--- config.mk ---
export PLATFORM = sky130hd
export DESIGN_NAME = uart_tx_arbiter_flat
export DESIGN_NICKNAME = d
export VERILOG_FILES = /design/src/rtl/uart_pkg.sv /design/src/rtl/uart_tx_arbiter_if.sv /design/src/rtl/uart_rr_pick.sv /design/src/rtl/uart_tx_arbiter.sv /design/src/flat_wrapper.sv
export SDC_FILE = /design/constraint.sdc
export NUM_CORES = 1
export LEC_CHECK = 0
export ABC_CLOCK_PERIOD_IN_PS = 2300
export CORE_MARGIN = 2
export CORE_UTILIZATION = 36
export CTS_BUF_LIST = sky130_fd_sc_hd__clkbuf_16
export CTS_CLUSTER_SIZE = 12
export DETAILED_ROUTE_END_ITERATION = 12
export PLACE_DENSITY = 0.85
export SETUP_SLACK_MARGIN = 0.02
export SLEW_MARGIN = 10
export SYNTH_ARGS = -nofsm -noshare
export SYNTH_HDL_FRONTEND = slang
export SYNTH_SLANG_ARGS = --single-unit
export TNS_END_PERCENT = 100
--- constraint.sdc ---
create_clock -name clk -period 2.3 [get_ports clk]
set_input_delay 0.345 -clock clk [delete_from_list [all_inputs] [get_ports clk]]
set_output_delay 0.345 -clock clk [all_outputs]
set_load 0.1 [all_outputs]
--- src/rtl/uart_pkg.sv ---
// ---------------------------------------------------------------------------
// uart_pkg
// Shared definitions for the uart transmit-side blocks.
//
// Contents:
//   arb_state_t : arbiter state encoding (IDLE, HDR, XFER)
//   UART_W      : uart word width; every byte stream feeding the uart uses it
//   HDR_PREFIX  : upper-nibble pattern of the optional requester-ID header
//                 byte for the default 8-bit word and 4-bit ID field.
//                 The low bits carry the requester index.
// ---------------------------------------------------------------------------
package uart_pkg;

  // ST_HDR is only reachable when the arbiter is built with UART_ARB_ID_HDR_EN.
  // The encoding keeps it anyway, so both builds share one state type.
  typedef enum logic [1:0] {
    ST_IDLE = 2'd0,
    ST_HDR  = 2'd1,
    ST_XFER = 2'd2
  } arb_state_t;

  localparam int UART_W = 8;

  localparam logic [UART_W-1:0] HDR_PREFIX = 8'hF0;

endpackage : uart_pkg

--- src/rtl/uart_tx_arbiter_if.sv ---
// ---------------------------------------------------------------------------
// uart_tx_arbiter_if
// Bundles the requester-side and FIFO-side signals of the uart tx arbiter.
//
// Signals:
//   req       [N]    per-requester valid
//   data      [N*W]  packed bytes, requester i uses data[i*W +: W]
//   last      [N]    presented byte ends the packet
//   ack       [N]    one-hot, byte of requester i accepted this cycle
//   fifo_full        uart tx FIFO full
//   fifo_wr          write strobe to uart wr
//   fifo_data [W]    byte to uart in_data
//   grant     [N]    registered one-hot current owner, 0 when idle
//   busy             arbiter not idle
//
// Modports:
//   slave  : the arbiter's view
//   master : the view of whoever drives the requesters and the FIFO status
// ---------------------------------------------------------------------------
interface uart_tx_arbiter_if #(
  parameter int N = 4,
  parameter int W = 8
);

  logic [N-1:0]   req;
  logic [N*W-1:0] data;
  logic [N-1:0]   last;
  logic [N-1:0]   ack;
  logic           fifo_full;
  logic           fifo_wr;
  logic [W-1:0]   fifo_data;
  logic [N-1:0]   grant;
  logic           busy;

  modport slave (
    input  req, data, last, fifo_full,
    output ack, fifo_wr, fifo_data, grant, busy
  );

  modport master (
    output req, data, last, fifo_full,
    input  ack, fifo_wr, fifo_data, grant, busy
  );

endinterface : uart_tx_arbiter_if

--- src/rtl/uart_rr_pick.sv ---
// ---------------------------------------------------------------------------
// uart_rr_pick
// Combinational round-robin priority picker. Scans the request vector
// starting one position after the pointer and wrapping modulo N, and
// returns the first asserted request. Written standalone so the RX demux
// can reuse it.
//
// Parameters:
//   N   : number of requesters (2..16)
//
// Ports:
//   i_req [N]   request vector
//   i_ptr [IW]  index of the most recently served requester; it gets
//               the lowest priority in this pick
//   o_gnt [N]   one-hot selection, 0 when no request is asserted
//   o_idx [IW]  binary index of the selection, 0 when none
// ---------------------------------------------------------------------------
module uart_rr_pick #(
  parameter int N = 4,
  localparam int IW = (N > 1) ? $clog2(N) : 1
) (
  input  logic [N-1:0]  i_req,
  input  logic [IW-1:0] i_ptr,
  output logic [N-1:0]  o_gnt,
  output logic [IW-1:0] o_idx
);

  logic          w_found;
  logic [IW:0]   w_sum;
  logic [IW-1:0] w_pos;

  // Walk offsets 1..N from the pointer. The sum is one bit wider than an
  // index and brought back into range by a single subtraction, which keeps
  // the wrap correct for non-power-of-two N without a divider.
  always_comb begin
    o_gnt   = '0;
    o_idx   = '0;
    w_found = 1'b0;
    w_sum   = '0;
    w_pos   = '0;
    for (int k = 1; k <= N; k++) begin
      w_sum = {1'b0, i_ptr} + (IW+1)'(k);
      if (w_sum >= (IW+1)'(N)) begin
        w_sum = w_sum - (IW+1)'(N);
      end
      w_pos = w_sum[IW-1:0];
      if (!w_found && i_req[w_pos]) begin
        w_found      = 1'b1;
        o_gnt[w_pos] = 1'b1;
        o_idx        = w_pos;
      end
    end
  end

endmodule : uart_rr_pick

--- src/rtl/uart_tx_arbiter.sv ---
// ---------------------------------------------------------------------------
// uart_tx_arbiter
// Round-robin, packet-locked arbiter that shares the single write port of
// the uart transmit FIFO between N byte-stream requesters. A granted
// requester keeps the port until its last byte is accepted, so packets
// never interleave on the serial line.
//
// Parameters:
//   N   : number of requesters (2..16)
//   W   : byte width, must equal the uart word width
//   IDW : requester-ID field width in the optional header, N <= 2**IDW
//
// Ports:
//   clk : system clock
//   rst : synchronous active-high reset
//   bus : uart_tx_arbiter_if.slave (req/data/last/ack, fifo_full/fifo_wr/
//         fifo_data, grant, busy)
//
// Build option:
//   UART_ARB_ID_HDR_EN : when defined, each packet is preceded by one
//                        header byte {ones, owner id} written from state HDR.
// ---------------------------------------------------------------------------
module uart_tx_arbiter
  import uart_pkg::*;
#(
  parameter int N   = 4,
  parameter int W   = UART_W,
  parameter int IDW = 4
) (
  input  logic              clk,
  input  logic              rst,
  uart_tx_arbiter_if.slave  bus
);

  localparam int IW = (N > 1) ? $clog2(N) : 1;

  // Configuration mistakes are caught at elaboration rather than in silicon.
  if (N < 2 || N > 16) begin : g_badN
    $error("uart_tx_arbiter: N must be in 2..16");
  end
  if (N > (1 << IDW)) begin : g_badIdw
    $error("uart_tx_arbiter: N exceeds the ID field range");
  end
  if (W != UART_W) begin : g_badW
    $error("uart_tx_arbiter: W must equal the uart word width");
  end

  arb_state_t    r_state;
  arb_state_t    w_nextState;
  logic [IW-1:0] r_owner;
  logic [IW-1:0] r_rrPtr;
  logic [N-1:0]  r_grant;

  logic [IW-1:0] w_pickIdx;
  logic [N-1:0]  w_pickGnt;
  logic [W-1:0]  w_slice [N];
  logic          w_ownerReq;
  logic          w_ownerLast;
  logic [W-1:0]  w_ownerData;
  logic          w_fifoWr;
  logic [W-1:0]  w_fifoData;
  logic [N-1:0]  w_ack;
`ifdef UART_ARB_ID_HDR_EN
  logic [W-1:0]  w_hdrByte;
`endif

  uart_rr_pick #(.N(N)) u_pick (
    .i_req (bus.req),
    .i_ptr (r_rrPtr),
    .o_gnt (w_pickGnt),
    .o_idx (w_pickIdx)
  );

  // Unpack the byte lanes so the owner's byte is a plain array lookup.
  for (genvar g = 0; g < N; g++) begin : g_slice
    assign w_slice[g] = bus.data[g*W +: W];
  end

  assign w_ownerReq  = bus.req[r_owner];
  assign w_ownerLast = bus.last[r_owner];
  assign w_ownerData = w_slice[r_owner];

`ifdef UART_ARB_ID_HDR_EN
  // Header: all-ones above the ID field, owner index inside it.
  assign w_hdrByte = {{(W-IDW){1'b1}}, IDW'(r_owner)};
`endif

  // Next state and the same-cycle FIFO strobe. Writes are gated by
  // fifo_full here, so a full FIFO simply stalls the current byte and the
  // requester keeps presenting it.
  always_comb begin
    w_nextState = r_state;
    w_fifoWr    = 1'b0;
    w_fifoData  = '0;
    w_ack       = '0;
    case (r_state)
      ST_IDLE: begin
        if (|bus.req) begin
`ifdef UART_ARB_ID_HDR_EN
          w_nextState = ST_HDR;
`else
          w_nextState = ST_XFER;
`endif
        end
      end
`ifdef UART_ARB_ID_HDR_EN
      ST_HDR: begin
        w_fifoData = w_hdrByte;
        w_fifoWr   = ~bus.fifo_full;
        if (!bus.fifo_full) begin
          w_nextState = ST_XFER;
        end
      end
`endif
      ST_XFER: begin
        w_fifoData = w_ownerData;
        w_fifoWr   = w_ownerReq & ~bus.fifo_full;
        // r_grant is exactly onehot(owner) while in XFER.
        w_ack      = r_grant & {N{w_fifoWr}};
        if (w_fifoWr && w_ownerLast) begin
          w_nextState = ST_IDLE;
        end
      end
      default: begin
        w_nextState = ST_IDLE;
      end
    endcase
  end

  // State, ownership and round-robin pointer. The pointer moves only when a
  // packet completes, so the requester just served drops to lowest priority
  // and a reset returns top priority to requester 0.
  always_ff @(posedge clk) begin
    if (rst) begin
      r_state <= ST_IDLE;
      r_owner <= '0;
      r_grant <= '0;
      r_rrPtr <= IW'(N-1);
    end else begin
      r_state <= w_nextState;
      if (r_state == ST_IDLE && |bus.req) begin
        r_owner <= w_pickIdx;
        r_grant <= w_pickGnt;
      end
      if (r_state == ST_XFER && w_fifoWr && w_ownerLast) begin
        r_rrPtr <= r_owner;
        r_grant <= '0;
      end
    end
  end

  assign bus.fifo_wr   = w_fifoWr;
  assign bus.fifo_data = w_fifoData;
  assign bus.ack       = w_ack;
  assign bus.grant     = r_grant;
  assign bus.busy      = (r_state != ST_IDLE);

endmodule : uart_tx_arbiter

--- src/flat_wrapper.sv ---
// flat-port wrapper written by rule: the top's interface ports become plain ports
module uart_tx_arbiter_flat import uart_pkg::*;
#(
  parameter int N   = 4,
  parameter int W   = UART_W,
  parameter int IDW = 4
)
  (clk, rst, bus_req, bus_data, bus_last, bus_fifo_full, bus_ack, bus_fifo_wr, bus_fifo_data, bus_grant, bus_busy);
  uart_tx_arbiter_if #(.N(N), .W(W)) bus_i ();
  input  logic clk;
  input  logic rst;
  input wire logic [$bits(bus_i.req)-1:0] bus_req;
  input wire logic [$bits(bus_i.data)-1:0] bus_data;
  input wire logic [$bits(bus_i.last)-1:0] bus_last;
  input wire logic [$bits(bus_i.fifo_full)-1:0] bus_fifo_full;
  output wire logic [$bits(bus_i.ack)-1:0] bus_ack;
  output wire logic [$bits(bus_i.fifo_wr)-1:0] bus_fifo_wr;
  output wire logic [$bits(bus_i.fifo_data)-1:0] bus_fifo_data;
  output wire logic [$bits(bus_i.grant)-1:0] bus_grant;
  output wire logic [$bits(bus_i.busy)-1:0] bus_busy;
  assign bus_i.req = bus_req;
  assign bus_i.data = bus_data;
  assign bus_i.last = bus_last;
  assign bus_i.fifo_full = bus_fifo_full;
  assign bus_ack = bus_i.ack;
  assign bus_fifo_wr = bus_i.fifo_wr;
  assign bus_fifo_data = bus_i.fifo_data;
  assign bus_grant = bus_i.grant;
  assign bus_busy = bus_i.busy;
  uart_tx_arbiter #(.N(N), .W(W), .IDW(IDW)) u_core (.clk(clk), .rst(rst), .bus(bus_i));
endmodule
**Word level (Yosys, flattened, before mapping)**

Index checks and enable logic that the tools add are counted.
W data, S select, Z words.

- Add/sub/neg operators: 8
- $lt $le $gt $ge: 14
- Equality and inequality tests: 3
- Mux-type cells: 44
- Bitwise logic cells: 7
- Reductions and logical operators: 19

Operators with widths:

| operator | number |
|---|---|
| $mux W8 | 3 |
| $mux W2 | 10 |
| $mux W4 | 5 |
| $bmux W8 S2 | 1 |
| $ge A3 B3 Y1 const B | 5 |
| $lt A2 B3 Y1 const B | 5 |
| $mux W1 | 14 |
| $bmux W1 S2 | 6 |
| $or A4 B4 Y4 | 3 |
| $logic_and A1 B1 Y1 | 11 |
| $demux W1 S2 | 4 |
| $ge A2 B1 Y1 const B | 4 |
| $sub A2 B1 Y2 const B | 4 |
| $add A2 B2 Y3 const B | 2 |
| $and A4 B4 Y4 | 1 |
| $ne A2 B1 Y1 const B | 2 |
| $pmux W2 S2 | 1 |
| $reduce_or A4 Y1 | 1 |
| $add A2 B1 Y3 const B | 1 |
| $add A2 B3 Y3 const B | 1 |
| $logic_not A1 Y1 | 3 |
| $not A2 Y3 | 1 |
| $eq A2 B2 Y1 const B | 1 |
| $logic_not A2 Y1 | 1 |
| other kinds (5) | 5 |

- Register bits after elaboration: 10
- Input port bits: 43
- Word-level logic and storage cells: 99

**Longest topological paths before layout**

Gate-level depths: netlist of run 1.

- Depth in word-level cells: 15
- Mapped depth: 8
- Depth with buffers taken out: 7

**Hierarchy**

Synthesis of run 1 repeated with hierarchy kept, for this count alone.

- Cells, all modules: 127
- Area, all modules: 1209.9 um^2

By module, submodules not included:

| module | times used | cells each | area an instance (um^2) |
|---|---|---|---|
| uart_tx_arbiter | 1 | 68 | 719.4 |
| uart_rr_pick | 1 | 59 | 490.5 |

**Worst setup path before layout of run 1**

OpenSTA, ideal clock, no wires.

- Path type: register to output
- From: register u_core.r_state[1]
- To: output port bus_ack[0]
- Data arrival time: 2.193 ns
- Required time: 1.955 ns
- Setup slack: -0.238 ns
- Cell stages (with the launch flop): 4
- Path buffers: 0
- Cells stage by stage: dfxtp_1 inv_1 a211oi_2 and3_1

- Word-level cells in the longest chain between the ends: 2

RTL lines:

| what | RTL line | source |
|---|---|---|
| start: declaration | uart_tx_arbiter.sv:48 | `arb_state_t r_state;` |
| start signal: assignment | uart_tx_arbiter.sv:140 | `r_state <= w_nextState;` |
| $eq A2 B2 Y1 | uart_tx_arbiter.sv:96 | `case (r_state)` |
| $mux W4 | uart_tx_arbiter.sv:96 |  |
| end: declaration | flat_wrapper.sv:16 | `output wire logic [$bits(bus_i.ack)-1:0] bus_ack;` |

No other way between the ends.

**Final worst setup path of run 1**

- From: register u_core.r_rrPtr[1]
- To: register u_core.r_owner[1]

- Word-level cells in the longest chain between the ends: 15
- Elaborated cells on any way between the ends: 37

RTL lines:

| what | RTL line | source |
|---|---|---|
| start: declaration | uart_tx_arbiter.sv:51 | `logic [IW-1:0] r_rrPtr;` |
| start signal: assignment | uart_tx_arbiter.sv:138 | `r_rrPtr <= IW'(N-1);` |
| start signal: assignment | uart_tx_arbiter.sv:146 | `r_rrPtr <= r_owner;` |
| $add A2 B1 Y3 | uart_rr_pick.sv:42 | `w_sum = {1'b0, i_ptr} + (IW+1)'(k);` |
| $ge A3 B3 Y1 or $sub A2 B1 Y2 (tied branches) | uart_rr_pick.sv:43, uart_rr_pick.sv:44 |  |
| $mux W2 | uart_rr_pick.sv:43 | `if (w_sum >= (IW+1)'(N)) begin` |
| $bmux W1 S2 | uart_rr_pick.sv:47 | `if (!w_found && i_req[w_pos]) begin` |
| $mux W1 (implied by the code) | uart_rr_pick.sv:47 |  |
| $mux W1 | uart_rr_pick.sv:47 |  |
| $logic_not A1 Y1 | uart_rr_pick.sv:47 |  |
| $logic_and A1 B1 Y1 | uart_rr_pick.sv:47 |  |
| $mux W1 | uart_rr_pick.sv:47 |  |
| $logic_not A1 Y1 | uart_rr_pick.sv:47 |  |
| $logic_and A1 B1 Y1 | uart_rr_pick.sv:47 |  |
| $mux W1 | uart_rr_pick.sv:47 |  |
| $logic_not A1 Y1 | uart_rr_pick.sv:47 |  |
| $logic_and A1 B1 Y1 | uart_rr_pick.sv:47 |  |
| $mux W2 * | uart_rr_pick.sv:47 |  |
| end signal: assignment | uart_tx_arbiter.sv:142 | `r_owner <= w_pickIdx;` |
| end: declaration | uart_tx_arbiter.sv:50 | `logic [IW-1:0] r_owner;` |

Every way passes the cells marked *; elsewhere a longest branch is shown, timed or not. The select of a mux whose other input is x is not followed.
A chain may end at the register's enable or synchronous reset.

==> results.sh, run 1 <==
export IMPL_p_switching_uw=449
export IMPL_antenna_cells=0
export IMPL_synth_common_cells="12 x nor2_1, 11 x mux4_2, 9 x and2_1, 9 x dfxtp_1, 8 x ha_1"
export IMPL_cts_root_buf="clkbuf_16"
export IMPL_synth_edf_count=0
export IMPL_cts_sinks=9
export IMPL_drt_iter0_drc=71
export IMPL_avgViaCountPerCell=5.52
export IMPL_total_power_mw=1.12
export IMPL_status="complete, no violations"
export IMPL_fin_nets=242
export IMPL_maxClockFrequency_mhz=471
export IMPL_grt_pass1_vias=1252
export IMPL_area_delta_synth_final_pct=76.1
export IMPL_syn_num_nets=173
export IMPL_p_per_area_mw_per_mm2=530
export IMPL_yosysSeqAreaShare_pct=15.0
export IMPL_vias=1291
export IMPL_critPathCapture="u_core.r_owner[1]"
export IMPL_cts_buffers=3
export IMPL_reg2reg_setup_slack_ns=0.18
export IMPL_antenna_found_initial=0
export IMPL_synthCells=122
export IMPL_rsz0062_at_grt="no"
export IMPL_required_ns=2.42
export IMPL_start_util_pct=38.7
export IMPL_r2r_start="u_core.r_rrPtr[1]"
export IMPL_port_buffers=60
export IMPL_path_buf_inv=1
export IMPL_drc=0
export IMPL_cts_hold_buf=0
export IMPL_cp_cell_sequence="inv_2 -> ha_1 -> mux2i_1 -> mux2i_4 -> nor2_4 -> a2111oi_2 -> a2111oi_2"
export IMPL_whs_ns=0.546
export IMPL_placed_area_mm2=0.00202
export IMPL_place_inst=229
export IMPL_worst_pin_slew_ns=0.558
export IMPL_postSynthAreaPerCell_um2=9.84
export IMPL_synth_top_area_share_pct=20.6
export IMPL_r2r_worst_path_cells=7
export IMPL_syn_area_mm2=0.00120
export IMPL_period_share_pct=92.3
export IMPL_clk_pin_slew_ns=0.04
export IMPL_stdcell_count=234
export IMPL_yosysWarnings=0
export IMPL_finClkSkew_ns=0.00753
export IMPL_slowest_delay_ns=0.40
export IMPL_yosysTopAreaCell="mux4_2"
export IMPL_crit_start="u_core.r_rrPtr[1]"
export IMPL_htree_num_levels=1
export IMPL_drv_cap=0
export IMPL_slew_headroom_pct=62.8
export IMPL_crit_family="multiplexers"
export IMPL_period_minus_slack_ns=2.12
export IMPL_synth_most_common_cell="nor2_1"
export IMPL_die_x_um=61.7
export IMPL_crit_type="reg2reg"
export IMPL_crit_top_cell="a2111oi_2"
export IMPL_drv_slew=0
export IMPL_p_clk_share_pct=27.6
export IMPL_start_kind="flip-flop"
export IMPL_slowest_stage="ha_1"
export IMPL_async_flop_share_pct=0
export IMPL_overflow=0
export IMPL_endpoint_kind="flip-flop"
export IMPL_ir_drop_uv=243
export IMPL_ant_nets=0
export IMPL_synthTopCellsByArea="mux4_2 21%, dfxtp_1 15%, ha_1 8.3%, and2_1 4.7%, nor2_1 3.8%"
export IMPL_worstPathMaxFanout=9
export IMPL_layout_drive_gt1_share_pct=39.5
export IMPL_num_rows=20
export IMPL_fin_area_mm2=0.00211
export IMPL_cts_tree="done"
export IMPL_grt_util_all_layers_pct=22.3
export IMPL_finalSetupViolations=0
export IMPL_synthDistinctLibCells=40
export IMPL_worst_skew_pair_late_latency_ns=0.24
export IMPL_min_path_type="reg2reg"
export IMPL_die_h_um=61.7
export IMPL_worst_r2r_endpoint="u_core.r_owner[1]"
export IMPL_die_area_mm2=0.00381
export IMPL_cp_data_arrival_time_ns=2.25
export IMPL_p_seq_share_pct=17.2
export IMPL_p_leak_nw=0.895
export IMPL_switching_share_pct=40.1
export IMPL_grt_max_degree=16
export IMPL_firstDrtPassIters=4
export IMPL_p_int_uw=670
export IMPL_routed_wl_mm=3.99
export IMPL_grt_first_pass_wirelength_mm=6.20
export IMPL_routedWlPerCell_um=17.0
export IMPL_comb_power_share_pct=55.2
export IMPL_core_area_mm2=0.00310
export IMPL_ys_ff_latch=9
export IMPL_io_pins=61
export IMPL_finalWeightedCongestion=0.871
export IMPL_hpwl_mm=3.26
export IMPL_synth_flop_cell="dfxtp_1"
export IMPL_worst_path_stages=7
export IMPL_finalHoldViolCount=0
export IMPL_clockBufferDepth=2
final cells by class:
| cell class | count | area (µm²) |
|---|---|---|
| fill | 242 | 990 |
| sequential | 9 | 180 |
| clock inverter | 1 | 3.75 |
| clock buffer | 3 | 75.1 |
| timing repair buffer | 74 | 830 |
| multi-input combinational | 96 | 943 |
| inverter | 7 | 26.3 |
| tap | 44 | 55.1 |
cell families (layout without fill, tap and decap cells):
| family | count (synthesis) | count (layout) | synth area share, % |
|---|---|---|---|
| fa+ha+maj | 8 | 8 | 8.34 |
| buf+inv | 17 | 85 | 7.71 |
| compound gates | 29 | 29 | 22.5 |
| simple gates | 43 | 43 | 20.4 |
| mux | 16 | 16 | 26.0 |
| flops | 9 | 9 | 15.0 |
state kept, by name, summed over array words and instances, names as in the netlist:
name and count:
u_core.r_state 1, u_core.r_rrPtr 2, u_core.r_owner 2, u_core.bus.grant 4
timing repair:
item                                    in CTS  in global routing
endpoints found under the setup margin       5                  5
gates cloned                                 0                  0
hold endpoints to repair                     0                  0
resized for setup                            1                  3
setup buffers                                1                  0
pin swaps                                    2                  1
per-layer routing:
metal	share of wire [%]	up-vias	GRT usage (%)
met2	53	67	41.5
met4	2.8	0	9.12
met3	6.6	18	3.93
li1	-	601	-
met1	37	605	25.0
met5	0	-	0
per-stage QoR:
step,TNS (ns),utilization (%),worst slack (ns)
6_report,0,68.1,0.178
4_1_cts,0,67.9,0.0322
2_1_floorplan,0,-,0.0435
5_1_grt,0,68.1,0.0599
3_3_place_gp,0,65.1,0.0185
3_5_place_dp,-0.281,65.1,-0.0561
worst reg2reg max path: stages (launching register included):
cell       delay, ns
dfxtp_1         0.35
inv_2           0.09
ha_1            0.40
mux2i_1         0.37
mux2i_4         0.20
nor2_4          0.18
a2111oi_2       0.10
a2111oi_2       0.32
worst min path at each step:
stage	start	to	slack (ns)	depth (start not counted)
finish	u_core.bus.grant[1]	u_core.bus.grant[1]	0.55	1
CTS	u_core.bus.grant[3]	u_core.bus.grant[3]	0.55	1
detailed placement	u_core.bus.grant[1]	u_core.bus.grant[1]	0.54	1
global placement	u_core.bus.grant[1]	u_core.bus.grant[1]	0.55	1
global route	u_core.bus.grant[3]	u_core.bus.grant[3]	0.59	1
floorplan	rst	u_core.r_owner[1]	0.41	1
power by group through the flow:
| stage | sequential [mW] | combinational [mW] | clock [mW] |
|---|---|---|---|
| floorplan | 0.249 | 0.339 | 0 |
| detailed placement | 0.194 | 0.612 | 0 |
| global route | 0.195 | 0.645 | 0.313 |
| finish | 0.192 | 0.618 | 0.309 |
| global placement | 0.193 | 0.598 | 0 |
| CTS | 0.192 | 0.619 | 0.306 |
placed cells by master, fill, tap and decap left out, types with 2 or more instances in the layout:
master           synthesis  layout
o21ai_0                  3       3
mux4_2                  11      11
dlymetal6s2s_1           0       3
o211ai_1                 2       2
and2_2                   0       9
and3_2                   0       4
dfxtp_1                  9       9
a2111oi_2                2       2
clkbuf_16                0       3
a21o_2                   4       4
a221o_1                  4       4
nor4_1                   2       2
nor2_1                  12      12
inv_1                    6       7
ha_1                     8       8
a21oi_1                  2       2
o221a_1                  4       4
and3b_1                  2       2
clkdlybuf4s50_1          0      38
mux2i_1                  3       3
nand2_1                  6       6
buf_12                   0      13
buf_4                    2      19
No activity file was read; power rests on OpenSTA's default activity.
==> inputs of run 2 (changes only) <==
CORE_MARGIN = 3   (was 2)
==> results.sh, run 2 (synthesis gave the netlist of run 1 again) <==
export IMPL_drv_cap=0
export IMPL_die_x_um=63.7
export IMPL_finalWeightedCongestion=0.907
export IMPL_finalHoldViolCount=0
export IMPL_grt_util_all_layers_pct=19.8
export IMPL_maxClockFrequency_mhz=463
export IMPL_hp_start="u_core.bus.grant[1]"
export IMPL_crit_type="in2out"
export IMPL_htree_num_levels=1
export IMPL_ir_drop_uv=212
export IMPL_slew_headroom_pct=56.5
export IMPL_avgViaCountPerCell=5.28
export IMPL_period_share_pct=93.9
export IMPL_endpoint_kind="output port"
export IMPL_grt_use_met2_pct=36.9
export IMPL_die_area_mm2=0.00406
export IMPL_clk_pin_slew_ns=0.04
export IMPL_ant_nets=0
export IMPL_num_rows=20
export IMPL_die_h_um=63.7
export IMPL_cts_sinks=9
export IMPL_placed_area_mm2=0.00201
export IMPL_layout_common_cells="40 x clkdlybuf4s50_1, 18 x buf_4, 13 x buf_12"
export IMPL_worstPathMaxFanout=6
export IMPL_routed_wl_mm=3.85
export IMPL_worst_pin_slew_ns=0.645
export IMPL_p_per_area_mw_per_mm2=526
export IMPL_drt_iter0_drc=60
export IMPL_port_buffers=60
export IMPL_grt_max_degree=16
export IMPL_cts_root_buf="clkbuf_16"
export IMPL_drc=0
export IMPL_period_minus_slack_ns=2.16
export IMPL_finalSetupViolations=0
export IMPL_core_area_mm2=0.00313
export IMPL_met1_usage_pct=23.1
export IMPL_rsz0062_at_grt="no"
export IMPL_cp_data_arrival_time_ns=1.81
export IMPL_largest_reg_flops=4
export IMPL_grt_first_pass_wirelength_mm=6.35
export IMPL_vias=1231
export IMPL_final_fill_count=222
export IMPL_antenna_cells=0
export IMPL_crit_start="bus_req[1]"
export IMPL_io_pins=61
export IMPL_area_delta_synth_final_pct=75.4
export IMPL_start_kind="input pin"
export IMPL_r2r_start="u_core.r_rrPtr[1]"
export IMPL_status="complete, no violations"
export IMPL_drv_slew=0
export IMPL_clockBufferDepth=2
export IMPL_grtUsageMet3_pct=3.87
export IMPL_antenna_found_initial=0
export IMPL_layout_drive_gt1_share_pct=39.2
export IMPL_p_leak_nw=0.879
export IMPL_required_ns=1.96
export IMPL_grt_busiest_layer="met2"
export IMPL_min_path_type="reg2reg"
export IMPL_worst_skew_pair_late_latency_ns=0.23
export IMPL_grt_pass1_vias=1206
export IMPL_stdcell_count=233
export IMPL_fin_area_mm2=0.00210
export IMPL_routedWlPerCell_um=16.5
export IMPL_place_inst=227
export IMPL_cts_tree="done"
export IMPL_firstDrtPassIters=6
export IMPL_overflow=0
export IMPL_start_util_pct=38.4
export IMPL_fin_nets=241
export IMPL_hpwl_mm=3.20
export IMPL_final_common_cell="clkdlybuf4s50_1"
export IMPL_finClkSkew_ns=0.00233
export IMPL_cts_buffers=3
## run 2: repair_timing
item                                    in CTS  in global routing
resized for setup                            0                  2
hold buffers                                 0                  0
pin swaps                                    1                  2
setup buffers                                0                  2
endpoints found under the setup margin       4                  5
## run 2: per-layer routing
layer,wire length (µm),vias to the layer above
met5,0,-
met4,15,0
met3,225,2
met2,2040,50
met1,1560,577
li1,-,602
## run 2: worst max-delay path, stage by stage
cell and delay, ns:
clkdlybuf4s50_1 0.59, buf_4 0.19, nand2_1 0.05, o211ai_1 0.09
buf_4 0.16, and3_2 0.21, buf_12 0.17
## run 2: path summary, 6_finish.rpt
path / to / slack [ns] / depth (start not counted)
setup / recovery: bus_ack[0] / 0.14 / 7
hold / removal: u_core.bus.grant[1] / 0.55 / 1
setup reg to reg: u_core.r_owner[1] / 0.20 / 7
hold reg to reg: u_core.bus.grant[1] / 0.55 / 1
## run 2: cell type report
class                      instances  area (µm²)  area share [%]
clock buffer                       3        75.1            3.57
clock inverter                     1        3.75           0.178
inverter                           7        26.3            1.25
multi-input combinational         96         943            44.8
sequential                         9         180            8.56
tap                               44        55.1            2.62
timing repair buffer              73         821            39.0
## run 2: per-stage QoR
stage	setup TNS (ns)	power [mW]	setup slack (ns)	hold slack, ns	util (%)
floorplan	0	0.587	0.0435	0.414	-
global placement	0	0.791	0.0558	0.556	64.1
detailed placement	-0.0125	0.804	-0.0125	0.549	64.1
CTS	0	1.11	0.0306	0.558	66.6
global route	0	1.15	0.0210	0.567	67.3
finish	0	1.11	0.141	0.552	67.3
## run 2: power breakdown
group | internal (mW) | total [mW] | switching (mW)
Sequential | 0.171 | 0.192 | 0.0204
Combinational | 0.272 | 0.615 | 0.343
Clock | 0.227 | 0.301 | 0.0742
